$ cat src/rtl/ap_pkg.sv
// ap_pkg: shared constants and types for the audio-processing datapath.
package ap_pkg;
  localparam int DATA_WIDTH = 12;
  localparam int NUM_FEAT   = 26;
  localparam int SEG_LEN    = 16;
  localparam int SEG_SHIFT  = $clog2(SEG_LEN);
  localparam int ADC_OFFSET = 2048;
  localparam int FRAME_LEN  = NUM_FEAT * SEG_LEN;
  localparam int ACC_W      = 16;
  localparam int SEG_W      = $clog2(NUM_FEAT);
  typedef logic signed [15:0] feat_t;
  typedef feat_t feat_vec_t [NUM_FEAT];
endpackage

$ cat src/rtl/ap_preemph_abs.sv
// ap_preemph_abs: offset removal, first-order pre-emphasis and magnitude,
// two register stages with a matching valid pipeline.
module ap_preemph_abs
  import ap_pkg::*;
(
  input  logic                  clk,
  input  logic                  rst,
  input  logic [DATA_WIDTH-1:0] adc_data_i,
  output logic [DATA_WIDTH-1:0] abs_o,
  output logic                  valid_o
);
  localparam int W  = DATA_WIDTH + 1;
  localparam int PW = W + 5;
  localparam logic signed [W-1:0] OFS = W'(ADC_OFFSET);
  logic signed [W-1:0] x_q, x_d, xp_q;
  logic signed [PW-1:0] prod;
  logic signed [W:0] y;
  logic [DATA_WIDTH-1:0] abs_q, abs_d;
  logic valid1_q, valid2_q;
  always_comb begin
    x_d   = $signed({1'b0, adc_data_i}) - OFS;
    prod  = PW'(xp_q) * PW'(31);
    y     = (W+1)'(x_q) - (W+1)'(prod >>> 5);
    abs_d = y[W] ? DATA_WIDTH'(-y) : DATA_WIDTH'(y);
  end
  always_ff @(posedge clk or negedge rst)
    if (!rst) begin
      x_q      <= '0;
      xp_q     <= '0;
      abs_q    <= '0;
      valid1_q <= 1'b0;
      valid2_q <= 1'b0;
    end else begin
      x_q      <= x_d;
      valid1_q <= 1'b1;
      valid2_q <= valid1_q;
      if (valid1_q) begin
        abs_q <= abs_d;
        xp_q  <= x_q;
      end
    end
  assign abs_o   = abs_q;
  assign valid_o = valid2_q;
endmodule

$ cat src/rtl/top_ap.sv
// top_ap: per-segment mean absolute amplitude of the pre-emphasised stream,
// collected into a shadow buffer and published once per frame.
module top_ap
  import ap_pkg::*;
(
  input  logic                  clk,
  input  logic                  rst,
  input  logic [DATA_WIDTH-1:0] adc_data,
  output feat_vec_t             output_vector
);
  logic [DATA_WIDTH-1:0] a;
  logic v2, seg_end, done_q, done_d;
  logic [ACC_W-1:0] acc_q, acc_d, sum;
  logic [SEG_SHIFT-1:0] samp_q, samp_d;
  logic [SEG_W-1:0] seg_q, seg_d;
  feat_vec_t shadow_q, out_q;
  ap_preemph_abs u_pre (
    .clk        (clk),
    .rst        (rst),
    .adc_data_i (adc_data),
    .abs_o      (a),
    .valid_o    (v2)
  );
  always_comb begin
    sum     = acc_q + ACC_W'(a);
    seg_end = v2 && samp_q == SEG_SHIFT'(SEG_LEN - 1);
    samp_d  = v2 ? samp_q + 1'b1 : samp_q;
    acc_d   = seg_end ? '0 : v2 ? sum : acc_q;
    done_d  = seg_end && seg_q == SEG_W'(NUM_FEAT - 1);
    seg_d   = done_d ? '0 : seg_end ? seg_q + 1'b1 : seg_q;
  end
  // The last segment lands in the shadow on the same edge done_q rises,
  // so the copy one edge later publishes a complete frame atomically.
  always_ff @(posedge clk or negedge rst)
    if (!rst) begin
      acc_q    <= '0;
      samp_q   <= '0;
      seg_q    <= '0;
      done_q   <= 1'b0;
      shadow_q <= '{default: '0};
      out_q    <= '{default: '0};
    end else begin
      acc_q  <= acc_d;
      samp_q <= samp_d;
      seg_q  <= seg_d;
      done_q <= done_d;
      if (seg_end) shadow_q[seg_q] <= feat_t'(sum >> SEG_SHIFT);
      if (done_q) out_q <= shadow_q;
    end
  assign output_vector = out_q;
endmodule

$ cat config.mk
export PLATFORM = sky130hd
export DESIGN_NAME = top_ap
export DESIGN_NICKNAME = d
export VERILOG_FILES = /design/src/rtl/ap_pkg.sv /design/src/rtl/ap_preemph_abs.sv /design/src/rtl/top_ap.sv
export SDC_FILE = /design/constraint.sdc
export NUM_CORES = 1
export LEC_CHECK = 0
export ABC_AREA = 1
export CELL_PAD_IN_SITES_DETAIL_PLACEMENT = 0
export CELL_PAD_IN_SITES_GLOBAL_PLACEMENT = 1
export CORE_MARGIN = 4
export CORE_UTILIZATION = 43
export CTS_CLUSTER_SIZE = 28
export DETAILED_ROUTE_END_ITERATION = 10
export GPL_TIMING_DRIVEN = 0
export PLACE_DENSITY = 0.83
export SLEW_MARGIN = 5
export SYNTH_ARGS = -nofsm -noshare
export SYNTH_HDL_FRONTEND = slang
export SYNTH_SLANG_ARGS = --single-unit
$ cat constraint.sdc
create_clock -name clk -period 6.12 [get_ports clk]
set_clock_uncertainty 0.15 [all_clocks]
set_input_delay 0.918 -clock clk [delete_from_list [all_inputs] [get_ports clk]]
set_output_delay 0.918 -clock clk [all_outputs]
set_load 0.03 [all_outputs]
==> impl_metrics.env <==
export IMPL_die_area_um2=73500
export IMPL_synthTopCellsByArea="dfrtp_1 58%, mux2_2 12%, nand2_1 7.5%"
export IMPL_start_kind="flop"
export IMPL_synth_top_cell_by_area="dfrtp_1"
export IMPL_max_freq_mhz=184
export IMPL_worst_ep_arrival_time_ns=5.78
export IMPL_seq_area_frac_synth_pct=57.8
export IMPL_pre_cts_ws_ns=0.691
export IMPL_final_max_slew_viol_count=0
export IMPL_cts_tree="done"
export IMPL_die_w_um=271
export IMPL_ys_ff_latch=688
export IMPL_vias=20800
export IMPL_cts_sinks=688
export IMPL_status="complete, no violations"
export IMPL_drtIter0Drc=1692
export IMPL_timing_rr_start="u_pre.xp_q[6]$_DFFE_PN0P_"
export IMPL_leakage_uw=0.0184
export IMPL_core_um2=68600
export IMPL_post_drt_via_cell_ratio=4.95
export IMPL_drt_pass1_iter_count=5
export IMPL_setup_viol=0
export IMPL_clock_path_buffers=3
export IMPL_cpMostUsedCell="nand2_1"
export IMPL_slowest_delay_ns=0.56
export IMPL_end_kind="flop"
export IMPL_num_nets_final=3307
export IMPL_tightest_slew_ns=1.34
export IMPL_hold_viol=0
export IMPL_ctsResizeCount=0
export IMPL_cts_setup_buffers=0
export IMPL_hpwl_mm=56.2
export IMPL_max_cap_violations=0
export IMPL_grt_overflow=0
export IMPL_start_util_pct=43.4
export IMPL_syn_to_final_growth_pct=25.2
export IMPL_rsz0062_at_grt="no"
export IMPL_path_clk_slew_ns=0.06
export IMPL_synth_cell_types=50
export IMPL_reg2reg_to="u_pre.abs_o[7]$_DFFE_PN0P_"
export IMPL_cp_max_fo=10
export IMPL_peakVddDrop_v=0.000402
export IMPL_cp_required_ns=6.46
export IMPL_clock_root_buffer="clkbuf_16"
export IMPL_ant_nets=0
export IMPL_netlist_area_leader_share_pct=57.8
export IMPL_rows=96
export IMPL_fin_tns_setup_ns=0
export IMPL_cts_buffers=73
export IMPL_routed_wl_mm=80.2
export IMPL_synth_most_common_cell="dfrtp_1"
export IMPL_grt_max_degree=127
export IMPL_synth_common_cells="688 x dfrtp_1, 595 x nand2_1, 312 x mux2_2, 228 x o21ai_0, 166 x inv_1"
export IMPL_grt_use_total_pct=21.7
export IMPL_drive_above_1_share_pct=20.5
export IMPL_reg2reg_slack_ns=0.68
export IMPL_holdWs_ns=0.162
export IMPL_synth_edf_count=0
export IMPL_critPathSlowestCell="fa_1"
export IMPL_drc=0
export IMPL_crit_type="reg2reg"
export IMPL_netlist_instances=2693
export IMPL_hold_buffers=0
export IMPL_finalNonFillerCells=4191
export IMPL_io_pins=430
export IMPL_r2r_cells=25
export IMPL_power_density_nw_per_um2=434
export IMPL_cp_top_family="adder cells"
export IMPL_h_tree_depth=3
export IMPL_max_slew_margin_pct=10.1
export IMPL_ys_flop_type="dfrtp_1"
export IMPL_async_flop_share_pct=100
export IMPL_hp_class="in2async"
export IMPL_yosys_warnings=0
export IMPL_period_share_pct=88.9
export IMPL_grt_pass1_vias=21300
export IMPL_insertion_delay_ns=0.61
export IMPL_period_needed_ns=5.44
export IMPL_crit_buf_inv=5
export IMPL_gp_congestion=0.858
export IMPL_syn_area_um2=29800
export IMPL_dp_cells=4058
export IMPL_syn_avg_cell_area_um2=11.1
export IMPL_port_buffers=325
export IMPL_setup_slack_ns=0.680
export IMPL_die_h_um=271
export IMPL_grt_pass1_wl_mm=125
export IMPL_antenna_found_initial=1
export IMPL_wl_per_cell_um=19.1
## area by class of cell
cell class	instances	area, um2
Multi-Input combinational cell	1704	10900
Antenna cell	1	2.50
Fill cell	5807	31300
Inverter	175	659
Tap cell	931	1160
Buffer	229	1370
Sequential cell	688	17200
Clock inverter	26	370
Clock buffer	106	2150
Timing Repair Buffer	331	3420
## kinds of logic (layout without fill, tap and decap cells)
kind of cell,Yosys count,after routing,share of synthesized area (%)
mux,312,312,11.8
compound gates,326,326,5.70
xor+xnor,29,29,0.954
flops,688,688,57.8
simple gates,841,841,12.3
other cells,2,106,0.0252
fa+ha+maj,91,91,4.60
buf+inv,404,867,6.81
## cell usage in the layout, fill, tap and decap left out, types with 6 or more instances in the layout
cell             instances
clkdlybuf4s50_1        324
dfrtp_1                688
inv_2                    7
nand2_1                595
xor2_1                  13
buf_4                  111
nor3_1                  10
inv_1                  166
nand3_2                 25
nor2_4                   7
clkbuf_8                16
clkinv_2                 8
conb_1                 105
ha_1                    60
buf_2                   31
nor2_1                  59
o21ai_0                228
xnor2_1                 11
nand3_1                 97
nand2_2                  6
a21oi_1                 31
nand4_1                  6
clkbuf_16               75
fa_1                    31
clkbuf_1                94
mux2_2                 312
buf_16                   6
o21ai_1                 43
nand3b_1                 8
nor2_2                  16
## how the worst max path moves through the flow
| stage | start | depth (start not counted) | slack (ns) | end |
|---|---|---|---|---|
| 2_1_floorplan | u_pre.xp_q[11]$_DFFE_PN0P_ | 27 | 1.28 | u_pre.abs_o[7]$_DFFE_PN0P_ |
| 3_3_place_gp | rst | 1 | -25.26 | output_vector[360]$_DFFE_PN0P_ |
| 3_5_place_dp | u_pre.xp_q[6]$_DFFE_PN0P_ | 26 | 0.69 | u_pre.abs_o[7]$_DFFE_PN0P_ |
| 4_1_cts | u_pre.xp_q[5]$_DFFE_PN0P_ | 26 | 0.66 | u_pre.abs_o[7]$_DFFE_PN0P_ |
| 5_1_grt | u_pre.xp_q[6]$_DFFE_PN0P_ | 26 | 0.12 | u_pre.abs_o[10]$_DFFE_PN0P_ |
| 6_report | u_pre.xp_q[6]$_DFFE_PN0P_ | 25 | 0.68 | u_pre.abs_o[7]$_DFFE_PN0P_ |
## per-stage QoR
stage	util [%]	area, um2	total power, uW
5_1_grt	54.4	37300	17300
4_1_cts	54.4	37300	16300
3_5_place_dp	50.7	34800	11700
2_1_floorplan	-	30200	9220
6_report	54.4	37300	16200
3_3_place_gp	50.4	34600	11600
## per-layer routing
metal	part of all wire (%)	up-vias	global-route usage, %
met5	0	-	0
met4	2.9	0	7.20
met3	6.8	119	4.70
met2	47	606	34.8
met1	44	10400	29.6
li1	-	9629	-
## power breakdown
group / leakage (uW) / internal (uW) / switching, uW / total [uW]
sequential: 0.00949 / 4750 / 153 / 4900
clock: 0.00122 / 2690 / 1880 / 4570
combinational: 0.00765 / 1850 / 4850 / 6700
total: 0.0184 / 9290 / 6880 / 16200
## flip-flops by register name (all words and copies together) (netlist names)
| register | flops |
|---|---|
| u_pre.valid1_q | 1 |
| u_pre.xp_q | 12 |
| samp_q | 4 |
| u_pre.x_q | 12 |
| u_pre.abs_o | 12 |
| acc_q | 16 |
| u_pre.valid_o | 1 |
| done_q | 1 |
| output_vector | 312 |
| seg_q | 5 |
| shadow_q | 312 |
Power figures use the tool's default switching activity.
